<file path="config.mk">
export PLATFORM = sky130hd
export DESIGN_NAME = fifo_uart_flat
export DESIGN_NICKNAME = d
export VERILOG_FILES = /design/src/rtl/fifo_uart_if.sv /design/src/rtl/fifo_uart.sv /design/src/flat_wrapper.sv
export SDC_FILE = /design/constraint.sdc
export NUM_CORES = 1
export LEC_CHECK = 0
export ABC_AREA = 1
export CAP_MARGIN = 20
export CORE_MARGIN = 3
export CORE_UTILIZATION = 30
export DETAILED_ROUTE_END_ITERATION = 8
export HOLD_SLACK_MARGIN = 0.1
export PLACE_DENSITY_LB_ADDON = 0.12
export SLEW_MARGIN = 10
export SYNTH_ARGS = -nofsm -noshare
export SYNTH_HDL_FRONTEND = slang
export SYNTH_SLANG_ARGS = --single-unit
</file>
<file path="constraint.sdc">
create_clock -name clk -period 2.4 [get_ports clk]
set_input_delay 0.36 -clock clk [delete_from_list [all_inputs] [get_ports clk]]
set_output_delay 0.36 -clock clk [all_outputs]
set_load 0.03 [all_outputs]
</file>
<file path="src/rtl/fifo_uart_if.sv">
// rtl/fifo_uart_if.sv - FIFO push/pop and UART serial/byte signal bundle
interface fifo_uart_if #(parameter int WIDTH = 8);
    logic             rd;
    logic             wr;
    logic [WIDTH-1:0] input_data;
    logic [WIDTH-1:0] output_data;
    logic             empty;
    logic             full;
    logic             rx;
    logic             transmit;
    logic [7:0]       tx_byte;
    logic             tx;
    logic             received;
    logic [7:0]       rx_byte;
    logic             is_receiving;
    logic             is_transmitting;
    logic             recv_error;

    modport master (
        output rd, wr, input_data, rx, transmit, tx_byte,
        input  output_data, empty, full, tx, received, rx_byte,
               is_receiving, is_transmitting, recv_error
    );

    modport slave (
        input  rd, wr, input_data, rx, transmit, tx_byte,
        output output_data, empty, full, tx, received, rx_byte,
               is_receiving, is_transmitting, recv_error
    );
endinterface

</file>
<file path="src/rtl/fifo_uart.sv">
// rtl/fifo_uart.sv - first-word fall-through FIFO plus independent 8N1 UART TX/RX
module fifo_uart #(
    parameter int WIDTH        = 8,
    parameter int DEPTH        = 16,
    parameter int CLOCK_DIVIDE = 108
) (
    input  logic       clk,
    input  logic       rst,
    fifo_uart_if.slave bus
);
    localparam int            AW         = $clog2(DEPTH);
    localparam int            DW         = $clog2(CLOCK_DIVIDE + 1);
    localparam logic [DW-1:0] DIV_LAST   = DW'(CLOCK_DIVIDE - 1);
    localparam logic [AW:0]   FULL_COUNT = (AW+1)'(DEPTH);

    logic [WIDTH-1:0] mem [DEPTH];
    logic [AW-1:0]    rptr;
    logic [AW-1:0]    wptr;
    logic [AW:0]      count;
    logic             do_rd;
    logic             do_wr;

    assign bus.empty       = (count == '0);
    assign bus.full        = (count == FULL_COUNT);
    assign do_rd           = bus.rd && !bus.empty;
    // At full a simultaneous pop frees the slot the push lands in.
    assign do_wr           = bus.wr && (!bus.full || bus.rd);
    assign bus.output_data = bus.empty ? '0 : mem[rptr];

    always_ff @(posedge clk) begin
        if (do_wr) mem[wptr] <= bus.input_data;
    end

    always_ff @(posedge clk) begin
        if (rst) begin
            rptr  <= '0;
            wptr  <= '0;
            count <= '0;
        end else begin
            if (do_wr) wptr <= wptr + 1'b1;
            if (do_rd) rptr <= rptr + 1'b1;
            if (do_wr && !do_rd)      count <= count + 1'b1;
            else if (do_rd && !do_wr) count <= count - 1'b1;
        end
    end

    typedef enum logic [1:0] {TX_IDLE, TX_START, TX_DATA, TX_STOP} tx_state_t;
    tx_state_t     tx_state;
    tx_state_t     tx_next;
    logic [DW-1:0] tx_div;
    logic [1:0]    tx_tcnt;
    logic [2:0]    tx_bit;
    logic [7:0]    tx_shift;
    logic          tx_bit_done;
    logic          tx_line;
    logic          tx_busy;

    assign tx_bit_done = (tx_div == DIV_LAST) && (tx_tcnt == 2'd3);

    always_ff @(posedge clk) begin
        if (rst) tx_state <= TX_IDLE;
        else     tx_state <= tx_next;
    end

    always_comb begin
        tx_next = tx_state;
        case (tx_state)
            TX_IDLE:  if (bus.transmit) tx_next = TX_START;
            TX_START: if (tx_bit_done) tx_next = TX_DATA;
            TX_DATA:  if (tx_bit_done && tx_bit == 3'd7) tx_next = TX_STOP;
            TX_STOP:  if (tx_bit_done) tx_next = TX_IDLE;
            default:  tx_next = TX_IDLE;
        endcase
    end

    always_comb begin
        tx_line = 1'b1;
        tx_busy = (tx_state != TX_IDLE);
        case (tx_state)
            TX_START: tx_line = 1'b0;
            TX_DATA:  tx_line = tx_shift[0];
            default:  tx_line = 1'b1;
        endcase
    end

    assign bus.tx              = tx_line;
    assign bus.is_transmitting = tx_busy;

    // Divider restarts with each frame so every bit is exactly 4*CLOCK_DIVIDE cycles.
    always_ff @(posedge clk) begin
        if (rst) begin
            tx_div   <= '0;
            tx_tcnt  <= '0;
            tx_bit   <= '0;
            tx_shift <= '0;
        end else if (tx_state == TX_IDLE) begin
            tx_div  <= '0;
            tx_tcnt <= '0;
            tx_bit  <= '0;
            if (bus.transmit) tx_shift <= bus.tx_byte;
        end else begin
            tx_div <= (tx_div == DIV_LAST) ? '0 : tx_div + 1'b1;
            if (tx_div == DIV_LAST) tx_tcnt <= tx_tcnt + 1'b1;
            if (tx_bit_done && tx_state == TX_DATA) begin
                tx_shift <= {1'b0, tx_shift[7:1]};
                tx_bit   <= tx_bit + 1'b1;
            end
        end
    end

    typedef enum logic [1:0] {RX_IDLE, RX_START_CHECK, RX_DATA, RX_STOP} rx_state_t;
    rx_state_t     rx_state;
    rx_state_t     rx_next;
    logic          rx_s1;
    logic          rx_s2;
    logic          rx_s3;
    logic [DW-1:0] rx_div;
    logic [1:0]    rx_tcnt;
    logic [2:0]    rx_bit;
    logic [7:0]    rx_shift;
    logic [7:0]    rx_byte_q;
    logic          received_q;
    logic          recv_error_q;
    logic          rx_tick;
    logic          rx_fall;
    logic          rx_mid;
    logic          rx_bit_done;
    logic          rx_busy;

    assign rx_tick     = (rx_div == DIV_LAST);
    assign rx_fall     = rx_s3 && !rx_s2;
    assign rx_mid      = rx_tick && (rx_tcnt == 2'd1);
    assign rx_bit_done = rx_tick && (rx_tcnt == 2'd3);

    always_ff @(posedge clk) begin
        if (rst) rx_state <= RX_IDLE;
        else     rx_state <= rx_next;
    end

    always_comb begin
        rx_next = rx_state;
        case (rx_state)
            RX_IDLE:        if (rx_fall) rx_next = RX_START_CHECK;
            RX_START_CHECK: if (rx_mid) rx_next = rx_s2 ? RX_IDLE : RX_DATA;
            RX_DATA:        if (rx_bit_done && rx_bit == 3'd7) rx_next = RX_STOP;
            RX_STOP:        if (rx_bit_done) rx_next = RX_IDLE;
            default:        rx_next = RX_IDLE;
        endcase
    end

    always_comb begin
        rx_busy = (rx_state != RX_IDLE);
    end

    assign bus.is_receiving = rx_busy;
    assign bus.rx_byte      = rx_byte_q;
    assign bus.received     = received_q;
    assign bus.recv_error   = recv_error_q;

    // Synchroniser resets high so reset release never looks like a start edge.
    always_ff @(posedge clk) begin
        if (rst) begin
            rx_s1        <= 1'b1;
            rx_s2        <= 1'b1;
            rx_s3        <= 1'b1;
            rx_div       <= '0;
            rx_tcnt      <= '0;
            rx_bit       <= '0;
            rx_shift     <= '0;
            rx_byte_q    <= '0;
            received_q   <= 1'b0;
            recv_error_q <= 1'b0;
        end else begin
            rx_s1        <= bus.rx;
            rx_s2        <= rx_s1;
            rx_s3        <= rx_s2;
            received_q   <= 1'b0;
            recv_error_q <= 1'b0;
            if (rx_state == RX_IDLE) begin
                rx_div  <= '0;
                rx_tcnt <= '0;
                rx_bit  <= '0;
            end else begin
                rx_div <= rx_tick ? '0 : rx_div + 1'b1;
                if (rx_state == RX_START_CHECK && rx_mid) rx_tcnt <= '0;
                else if (rx_tick)                          rx_tcnt <= rx_tcnt + 1'b1;
                if (rx_state == RX_DATA && rx_bit_done) begin
                    rx_shift <= {rx_s2, rx_shift[7:1]};
                    rx_bit   <= rx_bit + 1'b1;
                end
                if (rx_state == RX_STOP && rx_bit_done) begin
                    if (rx_s2) begin
                        rx_byte_q  <= rx_shift;
                        received_q <= 1'b1;
                    end else begin
                        recv_error_q <= 1'b1;
                    end
                end
            end
        end
    end
endmodule

</file>
<file path="src/flat_wrapper.sv">
// flat-port wrapper written by rule: the top's interface ports become plain ports
module fifo_uart_flat 
#(
    parameter int WIDTH        = 8,
    parameter int DEPTH        = 16,
    parameter int CLOCK_DIVIDE = 108
)
  (clk, rst, bus_rd, bus_wr, bus_input_data, bus_rx, bus_transmit, bus_tx_byte, bus_output_data, bus_empty, bus_full, bus_tx, bus_received, bus_rx_byte, bus_is_receiving, bus_is_transmitting, bus_recv_error);
  fifo_uart_if #(.WIDTH(WIDTH)) bus_i ();
  input  logic clk;
  input  logic rst;
  input wire logic [$bits(bus_i.rd)-1:0] bus_rd;
  input wire logic [$bits(bus_i.wr)-1:0] bus_wr;
  input wire logic [$bits(bus_i.input_data)-1:0] bus_input_data;
  input wire logic [$bits(bus_i.rx)-1:0] bus_rx;
  input wire logic [$bits(bus_i.transmit)-1:0] bus_transmit;
  input wire logic [$bits(bus_i.tx_byte)-1:0] bus_tx_byte;
  output wire logic [$bits(bus_i.output_data)-1:0] bus_output_data;
  output wire logic [$bits(bus_i.empty)-1:0] bus_empty;
  output wire logic [$bits(bus_i.full)-1:0] bus_full;
  output wire logic [$bits(bus_i.tx)-1:0] bus_tx;
  output wire logic [$bits(bus_i.received)-1:0] bus_received;
  output wire logic [$bits(bus_i.rx_byte)-1:0] bus_rx_byte;
  output wire logic [$bits(bus_i.is_receiving)-1:0] bus_is_receiving;
  output wire logic [$bits(bus_i.is_transmitting)-1:0] bus_is_transmitting;
  output wire logic [$bits(bus_i.recv_error)-1:0] bus_recv_error;
  assign bus_i.rd = bus_rd;
  assign bus_i.wr = bus_wr;
  assign bus_i.input_data = bus_input_data;
  assign bus_i.rx = bus_rx;
  assign bus_i.transmit = bus_transmit;
  assign bus_i.tx_byte = bus_tx_byte;
  assign bus_output_data = bus_i.output_data;
  assign bus_empty = bus_i.empty;
  assign bus_full = bus_i.full;
  assign bus_tx = bus_i.tx;
  assign bus_received = bus_i.received;
  assign bus_rx_byte = bus_i.rx_byte;
  assign bus_is_receiving = bus_i.is_receiving;
  assign bus_is_transmitting = bus_i.is_transmitting;
  assign bus_recv_error = bus_i.recv_error;
  fifo_uart #(.WIDTH(WIDTH), .DEPTH(DEPTH), .CLOCK_DIVIDE(CLOCK_DIVIDE)) u_core (.clk(clk), .rst(rst), .bus(bus_i));
endmodule
</file>
**Yosys cells after proc, flatten, opt, wreduce, memory -nomap -nowiden**

Memories as Yosys holds them, arrays and structs flattened. A register that Yosys moved wholly into a read port is not among the register bits.
Index checks and enable logic that the tools add are counted.

- RAM bits: 128
- Register bits: 70
- Memories: 1

- Reduce and logical (&&, ||, !) cells: 38
- Add/subtract/negate cells: 10
- Mux-type cells: 24
- Eq/ne operators: 22
- Bitwise gates (word level): 2

Memories:

| name | depth | width | rd ports | clocked after memory_dff | write ports | line | source |
|---|---|---|---|---|---|---|---|
| u_core.mem | 16 | 8 | 1 | 1 | 1 | fifo_uart.sv:16 | `logic [WIDTH-1:0] mem [DEPTH];` |

Operators with widths:

| kind | number |
|---|---|
| 2-to-1 mux 8 bit | 4 |
| 2-to-1 mux 2 bit | 9 |
| one-hot mux 2 bit (4 select lines) | 2 |
| adder 7 x 1 -> 7 bit, second input constant | 2 |
| == test 7 bit, second input constant | 2 |
| logical AND 1 bit | 14 |
| != test 2 x 1 -> 1 bit, second input constant | 7 |
| == test 2 bit, second input constant | 6 |
| OR reduction 3 bit | 4 |
| 2-to-1 mux 5 bit | 2 |
| adder 4 x 1 -> 4 bit, second input constant | 2 |
| 2-to-1 mux 4 bit | 2 |
| AND reduction 4 bit | 2 |
| nonzero test 2 bit | 4 |
| adder 3 x 1 -> 3 bit, second input constant | 2 |
| == test 2 x 1 -> 1 bit, second input constant | 3 |
| == test 3 bit, second input constant | 2 |
| adder 5 x 1 -> 5 bit, second input constant | 1 |
| == test 5 bit, second input constant | 1 |
| zero test 1 bit | 5 |
| zero test 5 bit | 1 |
| subtractor 5 x 1 -> 5 bit, second input constant | 1 |
| adder 2 x 1 -> 2 bit, second input constant | 2 |
| zero test 2 bit | 2 |
| other kinds (8) | 14 |

**Depth between registers and ports, before layout**

- Word-level depth: 8
- Mapped depth: 15
- Mapped depth without buffers: 15

**Worst setup path before layout**

Ideal clock, no wire load.

- Path kind: register to register
- Start: reg u_core.count[0]
- End: reg u_core.count[4]
- Cell stages (with the launch flop): 16
- Data arrival time: 2.254 ns
- Clock period less this slack: 2.325 ns
- Required time: 2.330 ns
- Slack: 0.075 ns
- Path through: dfxtp_1 -> nor2_2 -> nand3_1 -> nor2_2 -> nand2_1 -> nand2_2 -> inv_1 -> ha_1 -> inv_1 -> ha_1 -> nand2_1 -> nand2_1 -> a21oi_1 -> xor2_1 -> nand2_1 -> a21oi_1

- Cells in the longest elaborated chain, start to end: 7
- Elaborated cells between the ends (all ways): 16
- Those cells by class: add/sub (2); eq/ne (1); mux (2); reduce/logical (11)

Ends and longest elaborated chain:

| what | line | source |
|---|---|---|
| from (decl) | fifo_uart.sv:19 | `logic [AW:0] count;` |
| from (signal assigned) | fifo_uart.sv:42 | `if (do_wr && !do_rd) count <= count + 1'b1;` |
| from (signal assigned) | fifo_uart.sv:43 | `else if (do_rd && !do_wr) count <= count - 1'b1;` |
| == test 5 bit (*) | fifo_uart.sv:24 | `assign bus.full = (count == FULL_COUNT);` |
| via bus_full | flat_wrapper.sv:20 | `output wire logic [$bits(bus_i.full)-1:0] bus_full;` |
| zero test 1 bit (*) | fifo_uart.sv:27 | `assign do_wr = bus.wr && (!bus.full \|\| bus.rd);` |
| logical OR 1 bit (*) | fifo_uart.sv:27 |  |
| logical AND 1 bit (*) | fifo_uart.sv:27 |  |
| via u_core.do_wr | fifo_uart.sv:21 | `logic do_wr;` |
| zero test 1 bit | fifo_uart.sv:43 |  |
| logical AND 1 bit | fifo_uart.sv:43 |  |
| nonzero test 2 bit (no line) | -- |  |

The timed path passes the listed nets; every way through them passes the cells marked *. The select of a mux whose other input is x is not followed.
A chain may end at the register's enable or synchronous reset.

==> run_summary.xml <==
<?xml version="1.0" encoding="UTF-8"?>
<metrics>
  <group name="global_routing">
    <metric name="met1_grt_util" unit="%">20.68</metric>
    <metric name="gr-max-usage-layer" unit="">met2</metric>
    <metric name="grt_first_pass_wirelength" unit="µm">34280</metric>
    <metric name="aggregate_global_route_resource_usage" unit="%">13.98</metric>
    <metric name="grt_start_max_net_pins" unit="">33</metric>
    <metric name="antenna_found_initial" unit="">0</metric>
    <metric name="global_route.overflow_total" unit="">0</metric>
    <metric name="grt_util_met2" unit="%">20.72</metric>
    <metric name="global_route.usage.met3" unit="%">2.248</metric>
    <metric name="via_count_of_the_first_global_routing_pass" unit="">6095</metric>
  </group>
  <group name="place">
    <metric name="placement_cell_area" unit="µm²">9768</metric>
    <metric name="placement.io_buffers" unit="">44</metric>
    <metric name="gp_routability_congestion" unit="">0.7449</metric>
    <metric name="hpwl" unit="µm">12790</metric>
    <metric name="place_ws" unit="ns">-0.007442</metric>
    <metric name="placed_cells_incl_taps" unit="">1316</metric>
  </group>
  <group name="yosys">
    <metric name="ys_ff_latch" unit="">202</metric>
    <metric name="seq_area_frac_synth" unit="%">61.50</metric>
    <metric name="synth.avg_cell_area" unit="µm²">9.772</metric>
    <metric name="number_of_library_cell_types_mapped_by_synthesis" unit="">35</metric>
    <metric name="postSynthNetCount" unit="">931</metric>
    <metric name="yosys_synthesis_warning_count" unit="">0</metric>
    <metric name="yosysTopAreaCellShare" unit="%">44.39</metric>
    <metric name="most_area_hungry_cell_type_in_the_yosys_netlist" unit="">edfxtp_1</metric>
    <metric name="yosys-top-cells-area" unit="">edfxtp_1 44%, dfxtp_1 17%, nand2_1 11%</metric>
    <metric name="post_synth_inst_count" unit="">886</metric>
    <metric name="mappedNetlistArea" unit="µm²">8658</metric>
  </group>
  <group name="sta">
    <metric name="max-slew-margin-rel" unit="%">53.80</metric>
    <metric name="setup_slack" unit="ns">0.05582</metric>
    <metric name="tightestPinTransition" unit="ns">0.6909</metric>
    <metric name="final-setup-viol-count" unit="">0</metric>
    <metric name="fmax" unit="MHz">426.6</metric>
    <metric name="fin_crit_sh" unit="%">97.67</metric>
    <metric name="final_period_minus_worst_setup_slack" unit="ns">2.344</metric>
    <metric name="grt_setup_unrepaired" unit="">true</metric>
    <metric name="drv_slew" unit="">0</metric>
    <metric name="clock_skew" unit="ns">0.01042</metric>
    <metric name="finalHoldViolCount" unit="">0</metric>
  </group>
  <group name="floorplan">
    <metric name="vertical_die_dimension" unit="µm">175.9</metric>
    <metric name="boundaryPins" unit="">45</metric>
    <metric name="coreArea" unit="µm²">28090</metric>
    <metric name="initial_core_util" unit="%">30.83</metric>
    <metric name="fp.dieW" unit="µm">175.9</metric>
    <metric name="die_area" unit="µm²">30940</metric>
    <metric name="floorplan.rows" unit="">61</metric>
  </group>
  <group name="power_and_ir_drop">
    <metric name="p_comb_share" unit="%">32.7</metric>
    <metric name="switching_share" unit="%">33.49</metric>
    <metric name="static-leakage-power" unit="nW">4.152</metric>
    <metric name="p_per_area" unit="nW/µm²">1004</metric>
    <metric name="clockPowerShare" unit="%">30.8</metric>
    <metric name="power.net_switching" unit="mW">3.692</metric>
    <metric name="worst_ir_drop_vdd" unit="µV">427.4</metric>
    <metric name="pwr-share-seq" unit="%">36.5</metric>
    <metric name="totalPowerFinal" unit="mW">11.02</metric>
    <metric name="internal_power" unit="mW">7.333</metric>
  </group>
  <group name="clock_tree">
    <metric name="cts-hold-fix-buffers" unit="">0</metric>
    <metric name="clock_transition_at_path_regs" unit="ns">0.05</metric>
    <metric name="tritoncts" unit="">built</metric>
    <metric name="root_buffer" unit="">clkbuf_16</metric>
    <metric name="clock_tree.buffer_depth" unit="">3</metric>
    <metric name="clock-sinks" unit="">202</metric>
    <metric name="htree_num_levels" unit="">1</metric>
    <metric name="cts_made_buffers" unit="">24</metric>
    <metric name="worst_skew_pair_latency" unit="ns">0.51</metric>
  </group>
  <group name="route">
    <metric name="routed_via_density" unit="">4.537</metric>
    <metric name="drt.antenna.violating_nets" unit="">0</metric>
    <metric name="postRouteWirelength" unit="µm">21700</metric>
    <metric name="first_pass_iters" unit="">6</metric>
    <metric name="drc" unit="">0</metric>
    <metric name="post_drt_wl_per_cell" unit="µm">15.85</metric>
    <metric name="initialDrtViolationCount" unit="">295</metric>
    <metric name="via_count" unit="">6211</metric>
  </group>
  <group name="status">
    <metric name="status" unit="">completed</metric>
  </group>
  <group name="setup_path">
    <metric name="worstRegToRegCells" unit="">15</metric>
    <metric name="top_fanout_value_on_the_critical_path" unit="">8</metric>
    <metric name="worst_setup_path_start_kind" unit="">flop</metric>
    <metric name="worst_setup_path_type" unit="">reg2out</metric>
    <metric name="worstPathArrival" unit="ns">1.98</metric>
    <metric name="reg2reg_to" unit="">u_core.count[4]</metric>
    <metric name="crit_path_end_kind" unit="">output port</metric>
    <metric name="reg2reg_slack" unit="ns">0.25</metric>
    <metric name="critical_path_required" unit="ns">2.04</metric>
    <metric name="r2r-start" unit="">u_core.count[2]</metric>
  </group>
  <group name="finish">
    <metric name="stdcell_area" unit="µm²">10990</metric>
    <metric name="num-nets-final" unit="">1018</metric>
    <metric name="post_route_cells_drive_above_1_share" unit="%">18.26</metric>
    <metric name="area_growth_syn_to_layout" unit="%">26.88</metric>
    <metric name="layoutNonFillerInstCount" unit="">1369</metric>
    <metric name="antenna-diode-count" unit="">0</metric>
  </group>
  <group name="run">
    <metric name="drv_cap" unit="">0</metric>
  </group>
  <group name="min_path">
    <metric name="min_delay_worst_endpoint" unit="">u_core.rx_s2</metric>
    <metric name="hold_path.startpoint" unit="">u_core.rx_s1</metric>
    <metric name="hold_depth" unit="">1</metric>
    <metric name="hp_class" unit="">reg2reg</metric>
  </group>
</metrics>
==> layer usage <==
metal,share of wire [%],routed length (µm)
met5,0,0
met4,3.8,830
met3,3.9,855
met2,42,9099
met1,50,10910
==> cells in the mapped netlist <==
master / number
nand3_4: 2
buf_6: 1
dfxtp_1: 74
nand4_1: 12
nand3_2: 1
inv_1: 56
nand4_4: 2
buf_4: 6
or2_2: 7
inv_2: 3
nor2_2: 3
nor2_1: 42
nand3_1: 121
xor2_1: 6
clkbuf_1: 10
a21oi_1: 57
buf_1: 1
inv_4: 2
or2_0: 1
buf_2: 17
xnor2_1: 3
nand2_1: 254
or2_1: 2
nor2_4: 1
o21ai_0: 21
nor3_1: 19
ha_1: 22
edfxtp_1: 128
nand2_4: 1
nor2_8: 1
nor4_1: 2
fa_1: 1
clkinv_1: 2
nor3b_1: 2
nand2_2: 3
==> area by class of cell <==
cell class	instances	area, µm²
inverter	63	254.0
multi-input combinational	586	3172
clock inverter	10	72.57
fill	2862	17100
clock buffer	34	659.4
sequential	202	5330
timing repair buffer	96	1025
tap	378	473.0
==> power groups by stage <==
| stage | Sequential [mW] | Combinational (mW) | Clock, mW |
|---|---|---|---|
| floorplan | 4.04 | 1.95 | 0 |
| global placement | 4.07 | 3.09 | 0 |
| detailed placement | 4.07 | 3.09 | 0 |
| CTS | 4.02 | 3.42 | 3.51 |
| global route | 4.05 | 3.99 | 3.65 |
| finish | 4.02 | 3.60 | 3.40 |
==> registers in the layout, indices dropped and copies added, names as in the netlist, 2 cells and up, named ones only <==
register	cells
u_core.rx_div	7
u_core.bus.rx_byte	8
u_core.tx_state	2
u_core.wptr	4
u_core.tx_shift	8
u_core.tx_tcnt	2
u_core.rx_shift	8
u_core.tx_bit	3
u_core.rptr	4
u_core.mem	128
u_core.rx_bit	3
u_core.rx_tcnt	2
u_core.count	5
u_core.tx_div	7
==> critical path: stages (launching register included) <==
cell     delay (ns)
dfxtp_4        0.44
buf_6          0.16
buf_16         0.15
nand2_2        0.06
nand3_2        0.06
nand3_2        0.06
nand2_1        0.06
nand2_1        0.06
a21oi_2        0.18
buf_6          0.13
buf_12         0.11
==> cells by family after synthesis <==
| logic type | after synthesis | synth area share, % |
|---|---|---|
| buffers and inverters | 98 | 4.899 |
| XOR/XNOR | 9 | 0.9105 |
| AND/OR/NAND/NOR | 476 | 24.77 |
| AO/OA/AOI/OAI | 78 | 4.509 |
| flip-flops | 202 | 61.50 |
| adder cells (fa/ha/maj) | 23 | 3.410 |
==> placed cells by master (no fill, tap or decap), drive strengths merged, types with 22 or more instances in the layout <==
| cell | n |
|---|---|
| inv | 62 |
| buf | 58 |
| nor2 | 47 |
| edfxtp | 128 |
| clkdlybuf4s50 | 32 |
| ha | 22 |
| dfxtp | 74 |
| a21oi | 57 |
| nand3 | 124 |
| clkbuf | 36 |
| nand2 | 258 |
==> per-stage QoR <==
stage / hold slack [ns] / utilization, % / TNS [ns]
final: 0.4069 / 39.11 / 0
after global routing: 0.4163 / 39.11 / -0.2832
after CTS: 0.3935 / 38.32 / -0.07928
after detailed placement: 0.3961 / 34.78 / -0.007442
after global placement: 0.3967 / 34.78 / 0
after floorplan: 0.3895 / - / 0
==> worst max-delay path by stage <==
| stage | start | endpoint | slack (ns) |
|---|---|---|---|
| after floorplan | u_core.count[0] | u_core.count[4] | 0.08 |
| after global placement | bus_rd | u_core.count[4] | 0.002 |
| after detailed placement | bus_rd | u_core.count[4] | -0.007 |
| after CTS | flop | bus_output_data[5] | -0.04 |
| after global routing | flop | bus_output_data[2] | -0.06 |
| final | flop | bus_output_data[1] | 0.06 |
==> repair_timing <==
| action | 4_1_cts | 5_1_grt |
|---|---|---|
| pin swaps | 11 | 29 |
| setup buffers | 5 | 1 |
| resized for setup | 35 | 59 |
| setup endpoints to repair | 11 | 11 |
| cloned | 5 | 2 |
No activity file was read; power rests on OpenSTA's default activity.
